<file path="src/rtl/ps2_pkg.sv">
// Shared types and constants for the PS/2 keyboard receiver:
// frame FSM states, prefix codes and the key event layout.
package ps2_pkg;

    typedef enum logic [1:0] {
        ST_IDLE,
        ST_DATA,
        ST_PARITY,
        ST_STOP
    } ps2_state_e;

    localparam logic [7:0] PS2_CODE_EXT = 8'hE0;
    localparam logic [7:0] PS2_CODE_BRK = 8'hF0;
    localparam int         PS2_EVT_W    = 10;

    // Field order fixes the event bit positions: brk=9, ext=8, code=7:0.
    typedef struct packed {
        logic       brk;
        logic       ext;
        logic [7:0] code;
    } ps2_evt_t;

    function automatic logic odd_parity_ok(input logic [7:0] data, input logic par);
        return ^{data, par};
    endfunction

endpackage

</file>
<file path="src/rtl/ps2_evt_fifo.sv">
// Synchronous event FIFO; pointers carry an extra wrap bit so full and empty
// are distinguishable, and a push into a full queue succeeds if a pop coincides.
module ps2_evt_fifo #(
    parameter int WIDTH = 10,
    parameter int DEPTH = 8
) (
    input  logic                   clk,
    input  logic                   reset,
    input  logic                   push,
    input  logic [WIDTH-1:0]       push_data,
    input  logic                   pop,
    output logic [WIDTH-1:0]       head_data,
    output logic                   not_empty,
    output logic [$clog2(DEPTH):0] level,
    output logic                   dropped
);
    localparam int AW = $clog2(DEPTH);

    logic [WIDTH-1:0] mem_q [DEPTH];
    logic [AW:0]      wr_ptr_q, wr_ptr_d;
    logic [AW:0]      rd_ptr_q, rd_ptr_d;
    logic             empty, full, do_push, do_pop;

    assign empty   = (wr_ptr_q == rd_ptr_q);
    assign full    = (wr_ptr_q[AW] != rd_ptr_q[AW]) &&
                     (wr_ptr_q[AW-1:0] == rd_ptr_q[AW-1:0]);
    assign do_pop  = pop & ~empty;
    assign do_push = push & (~full | do_pop);
    assign dropped = push & full & ~do_pop;

    always_comb begin
        wr_ptr_d = wr_ptr_q;
        rd_ptr_d = rd_ptr_q;
        if (do_push) wr_ptr_d = wr_ptr_q + 1'b1;
        if (do_pop)  rd_ptr_d = rd_ptr_q + 1'b1;
    end

    always_ff @(posedge clk or posedge reset) begin
        if (reset) begin
            wr_ptr_q <= '0;
            rd_ptr_q <= '0;
        end else begin
            wr_ptr_q <= wr_ptr_d;
            rd_ptr_q <= rd_ptr_d;
        end
    end

    always_ff @(posedge clk) begin
        if (do_push) mem_q[wr_ptr_q[AW-1:0]] <= push_data;
    end

    // Storage is not reset, so the head is masked to zero while empty.
    assign head_data = empty ? '0 : mem_q[rd_ptr_q[AW-1:0]];
    assign not_empty = ~empty;
    assign level     = wr_ptr_q - rd_ptr_q;

endmodule

</file>
<file path="src/rtl/ps2_key_rx.sv">
// PS/2 keyboard receiver: pin conditioning, 11-bit frame FSM with timeout,
// E0/F0 prefix folding into key events, and a buffered event queue.
//
//   state     | meaning
//   ST_IDLE   | waiting for a start bit (data=0 on a clock strobe)
//   ST_DATA   | shifting in 8 data bits, LSB first
//   ST_PARITY | capturing the odd-parity bit
//   ST_STOP   | checking stop bit and parity, then back to idle
module ps2_key_rx
    import ps2_pkg::*;
#(
    parameter int FILTER_LEN     = 4,
    parameter int TIMEOUT_CYCLES = 50000,
    parameter int FIFO_DEPTH     = 8
) (
    input  logic                        clk,
    input  logic                        reset,
    input  logic                        ps2k_clk,
    input  logic                        ps2k_data,
    output logic                        evt_valid,
    input  logic                        evt_ready,
    output logic [PS2_EVT_W-1:0]        evt_data,
    output logic [$clog2(FIFO_DEPTH):0] fifo_level,
    output logic                        frame_err,
    output logic [7:0]                  err_count,
    output logic                        overflow,
    input  logic                        err_clr
);
    localparam int FCNT_W = $clog2(FILTER_LEN);
    localparam int TMR_W  = $clog2(TIMEOUT_CYCLES);

    logic              clk_s1_q, clk_s2_q, dat_s1_q, dat_s2_q;
    logic              filt_q, filt_d, strobe_q, strobe_d;
    logic [FCNT_W-1:0] fcnt_q, fcnt_d;
    ps2_state_e        state_q, state_d;
    logic [2:0]        bit_cnt_q, bit_cnt_d;
    logic [7:0]        shift_q, shift_d, byte_q, byte_d;
    logic              par_q, par_d, byte_vld_q, byte_vld_d, frame_err_q, frame_err_d;
    logic [TMR_W-1:0]  tmr_q, tmr_d;
    logic              ext_q, ext_d, brk_q, brk_d, evt_push;
    ps2_evt_t          push_evt;
    logic [7:0]        err_cnt_q, err_cnt_d;
    logic              ovf_q, ovf_d, fifo_drop;

    // Synchronisers idle high to match an undriven PS/2 bus.
    always_ff @(posedge clk or posedge reset) begin
        if (reset) begin
            clk_s1_q <= 1'b1;
            clk_s2_q <= 1'b1;
            dat_s1_q <= 1'b1;
            dat_s2_q <= 1'b1;
        end else begin
            clk_s1_q <= ps2k_clk;
            clk_s2_q <= clk_s1_q;
            dat_s1_q <= ps2k_data;
            dat_s2_q <= dat_s1_q;
        end
    end

    always_comb begin
        filt_d   = filt_q;
        fcnt_d   = '0;
        strobe_d = 1'b0;
        if (clk_s2_q != filt_q) begin
            if (fcnt_q == FCNT_W'(FILTER_LEN - 1)) begin
                filt_d   = clk_s2_q;
                strobe_d = ~clk_s2_q;
            end else begin
                fcnt_d = fcnt_q + 1'b1;
            end
        end
    end

    always_comb begin
        state_d     = state_q;
        bit_cnt_d   = bit_cnt_q;
        shift_d     = shift_q;
        par_d       = par_q;
        byte_d      = byte_q;
        byte_vld_d  = 1'b0;
        frame_err_d = 1'b0;
        // Loaded with TIMEOUT_CYCLES-2 so the abort pulse lands TIMEOUT_CYCLES after the strobe.
        if (state_q == ST_IDLE || strobe_q) tmr_d = TMR_W'(TIMEOUT_CYCLES - 2);
        else if (tmr_q != '0)               tmr_d = tmr_q - 1'b1;
        else                                tmr_d = tmr_q;

        case (state_q)
            ST_IDLE: begin
                if (strobe_q && !dat_s2_q) begin
                    state_d   = ST_DATA;
                    bit_cnt_d = '0;
                end
            end
            ST_DATA: begin
                if (strobe_q) begin
                    shift_d   = {dat_s2_q, shift_q[7:1]};
                    bit_cnt_d = bit_cnt_q + 1'b1;
                    if (bit_cnt_q == 3'd7) state_d = ST_PARITY;
                end
            end
            ST_PARITY: begin
                if (strobe_q) begin
                    par_d   = dat_s2_q;
                    state_d = ST_STOP;
                end
            end
            ST_STOP: begin
                if (strobe_q) begin
                    state_d = ST_IDLE;
                    if (dat_s2_q && odd_parity_ok(shift_q, par_q)) begin
                        byte_vld_d = 1'b1;
                        byte_d     = shift_q;
                    end else begin
                        frame_err_d = 1'b1;
                    end
                end
            end
            default: state_d = ST_IDLE;
        endcase

        if (state_q != ST_IDLE && !strobe_q && tmr_q == '0) begin
            state_d     = ST_IDLE;
            frame_err_d = 1'b1;
        end
    end

    always_comb begin
        ext_d    = ext_q;
        brk_d    = brk_q;
        evt_push = 1'b0;
        if (frame_err_q) begin
            ext_d = 1'b0;
            brk_d = 1'b0;
        end else if (byte_vld_q) begin
            if (byte_q == PS2_CODE_EXT)      ext_d = 1'b1;
            else if (byte_q == PS2_CODE_BRK) brk_d = 1'b1;
            else begin
                evt_push = 1'b1;
                ext_d    = 1'b0;
                brk_d    = 1'b0;
            end
        end
    end

    assign push_evt = '{brk: brk_q, ext: ext_q, code: byte_q};

    always_comb begin
        err_cnt_d = err_cnt_q;
        if (err_clr)                                 err_cnt_d = '0;
        else if (frame_err_q && err_cnt_q != 8'hFF)  err_cnt_d = err_cnt_q + 1'b1;
        ovf_d = ovf_q;
        if (fifo_drop)    ovf_d = 1'b1;
        else if (err_clr) ovf_d = 1'b0;
    end

    always_ff @(posedge clk or posedge reset) begin
        if (reset) begin
            filt_q      <= 1'b1;
            fcnt_q      <= '0;
            strobe_q    <= 1'b0;
            state_q     <= ST_IDLE;
            bit_cnt_q   <= '0;
            shift_q     <= '0;
            par_q       <= 1'b0;
            byte_q      <= '0;
            byte_vld_q  <= 1'b0;
            frame_err_q <= 1'b0;
            tmr_q       <= '0;
            ext_q       <= 1'b0;
            brk_q       <= 1'b0;
            err_cnt_q   <= '0;
            ovf_q       <= 1'b0;
        end else begin
            filt_q      <= filt_d;
            fcnt_q      <= fcnt_d;
            strobe_q    <= strobe_d;
            state_q     <= state_d;
            bit_cnt_q   <= bit_cnt_d;
            shift_q     <= shift_d;
            par_q       <= par_d;
            byte_q      <= byte_d;
            byte_vld_q  <= byte_vld_d;
            frame_err_q <= frame_err_d;
            tmr_q       <= tmr_d;
            ext_q       <= ext_d;
            brk_q       <= brk_d;
            err_cnt_q   <= err_cnt_d;
            ovf_q       <= ovf_d;
        end
    end

    ps2_evt_fifo #(
        .WIDTH (PS2_EVT_W),
        .DEPTH (FIFO_DEPTH)
    ) u_fifo (
        .clk       (clk),
        .reset     (reset),
        .push      (evt_push),
        .push_data (push_evt),
        .pop       (evt_valid & evt_ready),
        .head_data (evt_data),
        .not_empty (evt_valid),
        .level     (fifo_level),
        .dropped   (fifo_drop)
    );

    assign frame_err = frame_err_q;
    assign err_count = err_cnt_q;
    assign overflow  = ovf_q;

endmodule

</file>
<file path="config.mk">
export PLATFORM = sky130hd
export DESIGN_NAME = ps2_key_rx
export DESIGN_NICKNAME = d
export VERILOG_FILES = /design/src/rtl/ps2_pkg.sv /design/src/rtl/ps2_evt_fifo.sv /design/src/rtl/ps2_key_rx.sv
export SDC_FILE = /design/constraint.sdc
export NUM_CORES = 1
export LEC_CHECK = 0
export ABC_AREA = 0
export CORE_MARGIN = 2
export CORE_UTILIZATION = 40
export DETAILED_ROUTE_END_ITERATION = 7
export GPL_ROUTABILITY_DRIVEN = 0
export PLACE_DENSITY_LB_ADDON = 0.3
export SLEW_MARGIN = 20
export SYNTH_ARGS = -nofsm -noshare
export SYNTH_HDL_FRONTEND = slang
export SYNTH_SLANG_ARGS = --single-unit
</file>
<file path="constraint.sdc">
create_clock -name clk -period 4.3 [get_ports clk]
set_input_delay 0.86 -clock clk [delete_from_list [all_inputs] [get_ports clk]]
set_output_delay 0.86 -clock clk [all_outputs]
set_load 0.05 [all_outputs]
</file>
==> flow_metrics.tcl <==
set metrics [dict create \
    setup_tns_ns 0 \
    post-place-ws_ns 0.8330 \
    rr_worst_depth 7 \
    critPathMaxFanout 11 \
    cpMostUsedCell "inv_1" \
    die_w_um 130.2 \
    outcome "finished clean" \
    finalCritPeriodShare 0.9055 \
    p_leak_nw 2.779 \
    synth_nets 473 \
    nets 522 \
    numClockSinks 147 \
    ys_seq_area_frac 0.6408 \
    worstPathCellList "inv_1 > ha_1 > nand3_1 > nor2b_1 > inv_1 > clkdlybuf4s50_1" \
    min_path_type "reg2reg" \
    crit_type "reg2out" \
    final_cell_mix "edfxtp_1 (80), dfrtp_1 (62), nand2_1 (49)" \
    die-area_mm2 0.01696 \
    drtIter0Drc 185 \
    timing.rr.start "u_fifo.wr_ptr_q[0]" \
    h-tree-depth 4 \
    antenna_found_initial 0 \
    fin_crit_ns 3.894 \
    drive_gt1_frac 0.1832 \
    fin_ws_ns 0.4062 \
    syn-cell-area_mm2 0.006375 \
    cpMaxStageDelayCell "clkdlybuf4s50_1" \
    max_stage_delay_ns 0.75 \
    first_pass_iters 5 \
    hold_viol_final 0 \
    critPathLaunch "u_fifo.wr_ptr_q[0]" \
    grt_start_max_net_pins 42 \
    endpoint "evt_valid" \
    slew-limit-headroom 0.4074 \
    whs_ns 0.3555 \
    wirelength_um 11850 \
    r2r_slack_ns 1.78 \
    nFillCells 1372 \
    required_ns 3.44 \
    syn_to_final_growth_pct 18.82 \
    diodes 0 \
    cts-hold-fix-buffers 0 \
    ys_warn_count 0 \
    ys_ff_latch 147 \
    peakVddDrop_mv 0.2816 \
    syn_area_per_cell_um2 14.13 \
    async_flop_share 0.4558 \
    start_kind "flop" \
    grt_pass1_vias 3754 \
    fin_worst_skew_ns 0.02162 \
    num_vias 3715 \
    hpwl_um 7788 \
    synth_top_cell_by_area "edfxtp_1" \
    r2r-end "u_fifo.rd_ptr_q[1]" \
    cts-resized-gates 0 \
    final_area_mm2 0.007575 \
    portBuffers 30 \
    final_common_cell "edfxtp_1" \
    die_h_um 130.2 \
    dpl_cell_area_mm2 0.006993 \
    synth.distinct_cells 51 \
    drv_slew 0 \
    cp.arrival_ns 3.03 \
    core_mm2 0.01571 \
    route.detailed.drc 0 \
    drt-vias-per-instance 5.096 \
    rsz0062_at_grt "false" \
    grt.total_usage 0.1540 \
    setup_violations 0 \
    worstSkewPairLatency_ns 0.43 \
    post_cts_buffers 0 \
    io_pins 31 \
    overflow 0 \
    yosys_most_used_dff "edfxtp_1" \
    grt_pass1_wl_um 19650 \
    start_util 0.4057 \
    hold_depth 0 \
    ant_nets 0 \
    cts.path.max_buffers 2 \
    root_buffer "clkbuf_16" \
    synthTopCellsByArea "edfxtp_1 (38%), dfrtp_1 (24%), mux4_2 (7.1%)" \
    wl_per_cell_um 16.26 \
    worst_pin_slew_ns 0.8871 \
    rows 46 \
    power_mw 3.547 \
    synth_cells 451 \
    synth_edf_count 80 \
    numCtsBuffers 17 \
    cts_tree "yes" \
    clkTransAtPathRegs_ns 0.07 \
    synth_top_cell_area_share 0.3768 \
    power_density_mw_per_mm2 468.3 \
    fmax_ghz 0.2568 \
    drv_cap 0 \
    cp-end-kind "primary output" \
]
==> state kept, by name (all words and copies together), names as in the netlist, 2 cells and up <==
| name | cells |
|---|---|
| bit_cnt_q | 3 |
| u_fifo.wr_ptr_q | 4 |
| state_q | 2 |
| err_count | 8 |
| fcnt_q | 2 |
| u_fifo.mem_q | 80 |
| shift_q | 8 |
| u_fifo.rd_ptr_q | 4 |
| byte_q | 8 |
| tmr_q | 16 |
==> where the power goes <==
part / internal (mW) / leakage [nW] / switching [mW] / total, mW
clock: 0.864 / 0.288 / 0.562 / 1.43
sequential: 1.53 / 1.49 / 0.0531 / 1.59
combinational: 0.206 / 1.00 / 0.329 / 0.535
total: 2.60 / 2.78 / 0.945 / 3.55
==> per-layer routing <==
metal  wire [um]  GRT usage  up-vias
li1            -          -     1762
met3         384    0.04510       10
met2        5837     0.2492       57
met1        5512     0.1984     1886
met5           0          0        -
met4         116    0.05629        0
==> synth_stat cells (all sizes together), types with 2 or more instances <==
library cell and count:
a21oi 20, a22oi 2, a31oi 3, and3b 2
buf 4, clkbuf 8, dfrtp 62, dfstp 5
edfxtp 80, ha 15, inv 19, mux2 19
mux2i 2, mux4 20, nand2 49, nand2b 2
nand3 10, nand4 3, nand4bb 2, nor2 26
nor2b 6, nor3 13, nor3b 2, nor4 5
o21ai 11, o31ai 3, o41ai 2, or2 2
or3 5, or4 2, xnor2 20, xor2 12
==> worst min-delay path by stage <==
stage / to / from / slack (ns)
finish: clk_s2_q / clk_s1_q / 0.36
global route: clk_s2_q / clk_s1_q / 0.36
CTS: clk_s2_q / clk_s1_q / 0.36
detailed placement: clk_s2_q / clk_s1_q / 0.35
global placement: dat_s2_q / dat_s1_q / 0.35
floorplan: clk_s2_q / clk_s1_q / 0.35
==> worst max-delay path, delay by kind of cell (launching register included) <==
kind          cells  cell delay (ns)
fa+ha+maj         1             0.31
buf+inv           3             1.02
simple gates      2             0.79
flops             1             0.48
==> logic make-up after synthesis <==
group,Yosys count,synth area share
AO/OA/AOI/OAI,50,0.04887
adder cells (fa/ha/maj),16,0.03258
XOR/XNOR,33,0.04750
multiplexers,41,0.1074
flip-flops,147,0.6408
AND/OR/NAND/NOR,133,0.1040
buffers and inverters,31,0.01884
==> layout make-up <==
type	count	area (um2)	share of cell area
Sequential cell	147	4085	0.5393
Multi-Input combinational cell	273	2176	0.2872
Clock inverter	10	96.34	0.01272
Tap cell	216	270.3	0.03568
Clock buffer	22	485.5	0.06409
Timing Repair Buffer	42	390.4	0.05154
Inverter	19	71.32	0.009415
==> through the flow <==
step | util | cells
detailed placement | 0.4451 | 697
global placement | 0.4451 | 697
CTS | 0.4821 | 729
finish | 0.4821 | 729
floorplan | - | 451
global route | 0.4821 | 729
No activity file was read; power rests on OpenSTA's default activity.
